`src/rtl/inst_fetch.sv`:
```
// Instruction fetch unit: loadable program memory, program counter and a
// valid/ready issue port toward the core. Execution runs from PC 0 until a
// HALT opcode (3'b111) is fetched or the last memory word has been issued.
module inst_fetch #(
    parameter int DEPTH = 64,
    parameter int AW    = $clog2(DEPTH)
) (
    input  logic          clk,
    input  logic          reset,
    input  logic          load_en,
    input  logic [AW-1:0] load_addr,
    input  logic [31:0]   load_data,
    input  logic          start,
    input  logic          inst_ready,
    output logic [31:0]   inst,
    output logic          inst_valid,
    output logic [AW-1:0] pc,
    output logic          busy,
    output logic          done,
    output logic [15:0]   issued_count
);

    typedef enum logic [1:0] {
        IDLE  = 2'd0,
        FETCH = 2'd1,
        ISSUE = 2'd2,
        HALT  = 2'd3
    } state_t;

    localparam logic [2:0]    OP_HALT = 3'b111;
    localparam logic [AW-1:0] PC_LAST = AW'(DEPTH - 1);

    state_t        state;
    state_t        state_next;
    logic [AW-1:0] pc_next;
    logic [31:0]   mem [DEPTH];
    logic [31:0]   rd_data;
    logic          mem_we;
    logic          restart;
    logic          fire;
    logic          is_halt;

    // Loads and restarts are only honoured while the fetch engine is parked;
    // load_en wins over start when both arrive together.
    assign mem_we  = load_en && (state == IDLE || state == HALT);
    assign restart = start && !load_en && (state == IDLE || state == HALT);
    assign fire    = (state == ISSUE) && inst_ready;
    assign is_halt = (rd_data[2:0] == OP_HALT);

    assign inst_valid = (state == ISSUE);
    assign busy       = (state == FETCH) || (state == ISSUE);
    assign done       = (state == HALT);

    // State register.
    // NOTE: sequential state uses non-blocking assignments so every register
    // samples the pre-edge values, independent of block ordering.
    always_ff @(posedge clk or posedge reset) begin
        if (reset) begin
            state <= IDLE;
        end else begin
            state <= state_next;
        end
    end

    // Next-state and next-PC decode. The next PC also addresses the
    // synchronous memory read, so the word for pc is ready during FETCH.
    // NOTE: defaults are assigned first so no path leaves a variable
    // unassigned, which would otherwise infer a latch.
    always_comb begin
        state_next = state;
        pc_next    = pc;
        case (state)
            IDLE, HALT: begin
                if (restart) begin
                    state_next = FETCH;
                    pc_next    = '0;
                end
            end
            FETCH: begin
                state_next = is_halt ? HALT : ISSUE;
            end
            ISSUE: begin
                if (inst_ready) begin
                    if (pc == PC_LAST) begin
                        state_next = HALT;
                    end else begin
                        state_next = FETCH;
                        pc_next    = pc + 1'b1;
                    end
                end
            end
            default: begin
                state_next = IDLE;
            end
        endcase
    end

    // PC, issued instruction word and saturating accept counter.
    always_ff @(posedge clk or posedge reset) begin
        if (reset) begin
            pc           <= '0;
            inst         <= '0;
            issued_count <= '0;
        end else begin
            pc <= pc_next;
            if (state == FETCH && !is_halt) begin
                inst <= rd_data;
            end
            if (restart) begin
                issued_count <= '0;
            end else if (fire && issued_count != 16'hFFFF) begin
                issued_count <= issued_count + 16'd1;
            end
        end
    end

    // Program memory: synchronous write from the loader, synchronous read.
    // NOTE: the array and its read register carry no reset so they map onto
    // plain RAM; program contents survive a reset by design.
    always_ff @(posedge clk) begin
        if (mem_we) begin
            mem[load_addr] <= load_data;
        end
        rd_data <= mem[pc_next];
    end

endmodule

```
`config.mk`:
```
export PLATFORM = sky130hd
export DESIGN_NAME = inst_fetch
export DESIGN_NICKNAME = d
export VERILOG_FILES = /design/src/rtl/inst_fetch.sv
export SDC_FILE = /design/constraint.sdc
export NUM_CORES = 2
export LEC_CHECK = 0
export CORE_UTILIZATION = 35
export DETAILED_ROUTE_END_ITERATION = 16
export GPL_TIMING_DRIVEN = 0
export HOLD_SLACK_MARGIN = 0.08
export SLEW_MARGIN = 30
export SYNTH_ARGS = -nofsm -noshare
export SYNTH_HDL_FRONTEND = slang
export SYNTH_SLANG_ARGS = --single-unit
```
`constraint.sdc`:
```
create_clock -name clk -period 4.1 [get_ports clk]
set_input_delay 1.23 -clock clk [delete_from_list [all_inputs] [get_ports clk]]
set_output_delay 1.23 -clock clk [all_outputs]
set_load 0.01 [all_outputs]
```
==> key figures <==
Run status
  • Outcome: finished with violations
  • Failing checks: negative setup slack

Setup path
  • Reg2reg end: rd_data[22]
  • Critical Path Slowest Stage Cell: o41ai_2
  • CP Capture Type: flop
  • Critical setup path kind: in2reg
  • RR Startpoint: pc[0]
  • Worst Path Required: 4.79 ns
  • Max Fanout on Critical Path: 10
  • Register-to-register setup slack: -0.10 ns
  • CP cell instances: clkdlybuf4s50_1 > nand2b_4 > a21o_1 > buf_4 > a221oi_4 > buf_6 > inv_6 > buf_6 > nand2_2 > buf_2 > o22ai_1 > o41ai_2 > buf_4 > nand4b_1
  • R2R cell count: 11
  • Max incr delay on CP: 0.57 ns
  • Startpoint types: input pin
  • Critical Path AT: 4.91 ns

STA
  • Worst setup margin: -0.1227 ns
  • Worst slew margin: 28.68%
  • Fin crit share: 103.0%
  • Period minus WS final: 4.223 ns
  • Slew @ Worst Pin: 1.062 ns
  • Clk_skew: 0.07935 ns
  • Final Hold Fails: 0
  • Fmax: 0.2368 GHz
  • Setup TNS: -0.5857 ns
  • Unrepaired setup endpoints after global routing: true
  • Setup Viol. Count Final: 12
  • Slew Viols, Final: 0

Die
  • Rows: 176
  • # IOs: 100
  • Chip width: 484.4 um
  • Die Y: 484.4 um
  • Die area: 234700 um^2
  • Starting density of the core: 35.33%
  • Core area: 230600 um^2

Route
  • Routed WL: approximately 290 mm
  • Routed Antenna Nets: 0
  • Via count: between 40000 and 50000
  • Routed len/inst: 34.44 um
  • Via density: 5.849
  • DR iter-0 viols: 7967
  • DRT Pass-1 Iters: 6
  • DR DRC count: 0

CTS
  • CTS Root Cell: clkbuf_16
  • Max clock buf depth: 3
  • CTS Hold Buffers Added: 0
  • H-tree depth: 4
  • Inserted Clock Buffers: 210
  • Worst-path clk slew: 0.06 ns
  • Worst-Skew Late Latency: 0.89 ns
  • CTS tree: built
  • Clock Sinks: 2136

Placement
  • Setup Slack @ Placement: -2.843 ns
  • DP Wirelength: 200.3 mm
  • Placed cells: roughly 8000
  • Port Buf Inserts: 96
  • Gpl congestion: about 0.92
  • DP Area: 91400 um^2

Power and ir drop
  • Flop pwr share: 46.5%
  • Net Sw Frac: 27.70%
  • PD cells: 528.3 nW/um^2
  • P_sw: 14.67 mW
  • Clock power share: between 30 and 40%
  • VDD IR max: 0.4711 mV
  • Pleak: roughly 32 nW
  • Comb power frac: 17.3%
  • Power Total: 52.96 mW
  • P_int: 38.30 mW

Logic synthesis
  • Asr flop ratio synth: 2.622%
  • YS warnings: 0
  • Synth Instances: 4670
  • Mapped cell area: 81460 um^2
  • Post-Syn Area per Cell: 17.44 um^2
  • Yosys cell types: 56
  • Syn_nets: 4718
  • Ys flop type: edfxtp_1
  • Seq cells post-synth: between 2000 and 2500
  • Sequential share of the synthesized area: 78.00%
  • EDFF count, synth: approximately 2000

GRT
  • Initial antenna violation count: 23
  • Largest net degree at the start of global routing: 65
  • GRT overflow: 0
  • GR Util All Layers: 24.17%
  • Global-route wire length before repair: 389.3 mm
  • Vias in the first global route: 46840

Cells and area
  • Finished Layout Cells: between 8000 and 9000
  • Fillers: 19630
  • FF+latch area: 63540 um^2
  • Multi-input logic area: between 15000 and 20000 um^2
  • Final nets: 5260
  • Fraction of layout cells with a size suffix above 1: 18.48%
  • Cell area after layout: 100200 um^2
  • Area Growth Syn to Fin: 23.06%

Min path
  • HP Start: rd_data[15]
  • Worst Hold Class: reg2reg
  • Hold Path End: inst[15]
  • Hold Path Depth: 1

Run
  • Max Cap Viol: 0
power by group through the flow:
stage	clock network (mW)	logic, mW	registers [mW]
3_5_place_dp	0	8.28	25.1
4_1_cts	19.2	8.69	24.6
3_3_place_gp	0	7.89	25.2
5_1_grt	20.0	9.34	24.7
6_report	19.1	9.18	24.6
2_1_floorplan	0	4.00	25.1
through the flow:
step / util [%] / hold slack (ns)
final: 43.48 / 0.4587
after detailed placement: 39.64 / 0.4481
after global routing: 43.48 / 0.4791
after CTS: 43.22 / 0.4576
after floorplan: - / 0.4400
after global placement: 37.40 / 0.4449
layout by cell type, fill, tap and decap left out, drive strengths merged, types with 3 or more instances in the layout:
cell type and instances:
edfxtp 2048, ha 5, and4 14, clkbuf 399
a21oi 21, a222oi 5, o41ai 78, dfrtp 56
o21ai 55, nand3 152, nand2 335, o22ai 414
nand2b 4, and2 3, dfxtp 32, clkdlybuf4s50 62
inv 17, o211ai 7, nor2 92, o31ai 6
nand4 45, xnor2 3, bufinv 13, a31oi 12
xor2 12, nor2b 6, buf 420, a32oi 31
diode 6, mux2 32, and3 13, clkinvlp 3
clkinv 82, mux2i 869, nor3 8, nand4b 13
what timing repair did:
action	4_1_cts	5_1_grt
pin swaps	21	20
setup buffers	24	17
resized for setup	357	150
setup endpoints to repair	33	29
cloned	0	1
worst max-delay path, delay by kind of cell:
family                 cells  cell delay [ns]
and+or+nand+nor            3             0.56
AOI/OAI and AO/OA          4             1.22
buffers and inverters      7             1.84
cells in the mapped netlist (45+ instances only):
master / n / area, um^2
buf_2: 115 / 575.6
clkbuf_1: 119 / 446.7
dfrtp_1: 56 / 1401
edfxtp_1: 2048 / 61500
mux2i_1: 869 / 8698
nand2_1: 335 / 1257
nand3_1: 152 / 760.7
nand4_1: 45 / 281.5
nor2_1: 92 / 345.3
o21ai_0: 53 / 265.3
o22ai_1: 413 / 2584
o41ai_1: 78 / 683.2
worst max path at each step:
stage | startpoint | to
3_5_place_dp | inst_ready | rd_data[29]
3_3_place_gp | inst_ready | rd_data[26]
6_report | start | rd_data[27]
4_1_cts | inst_ready | rd_data[22]
5_1_grt | inst_ready | rd_data[23]
2_1_floorplan | load_addr[3] | mem[38][0]
cells by family after synthesis:
logic type	share of synthesized area (%)
compound gates	5.274
fa+ha+maj	0.07680
buf+inv	1.481
xor+xnor	0.1613
simple gates	3.886
mux	11.12
flops	78.00
per-layer routing:
metal / vias to the layer above / wire length [um] / global-route usage (%)
met5: - / 114 / 0.2654
met4: 6 / 16530 / 12.37
met3: 725 / 37120 / 6.365
met2: 3590 / 128600 / 36.66
met1: 25110 / 107700 / 31.82
li1: 19830 / - / -
state kept, by name (all words and copies together), names as in the netlist:
signal and count:
inst 32, state 2, rd_data 32, mem 2048, pc 6, issued_count 16
area by class of cell:
type                    instances  share of cell area, %
well taps                    3026                  3.777
plain buffers                 264                  2.302
clock buffers                 286                  5.700
multi-input cells            2256                  17.86
clock inverters               103                  1.137
inverters                      12                0.05991
repair buffers                332                  5.765
flip-flops and latches       2136                  63.39
diodes                          6                0.01498
Power figures use the tool's default switching activity.
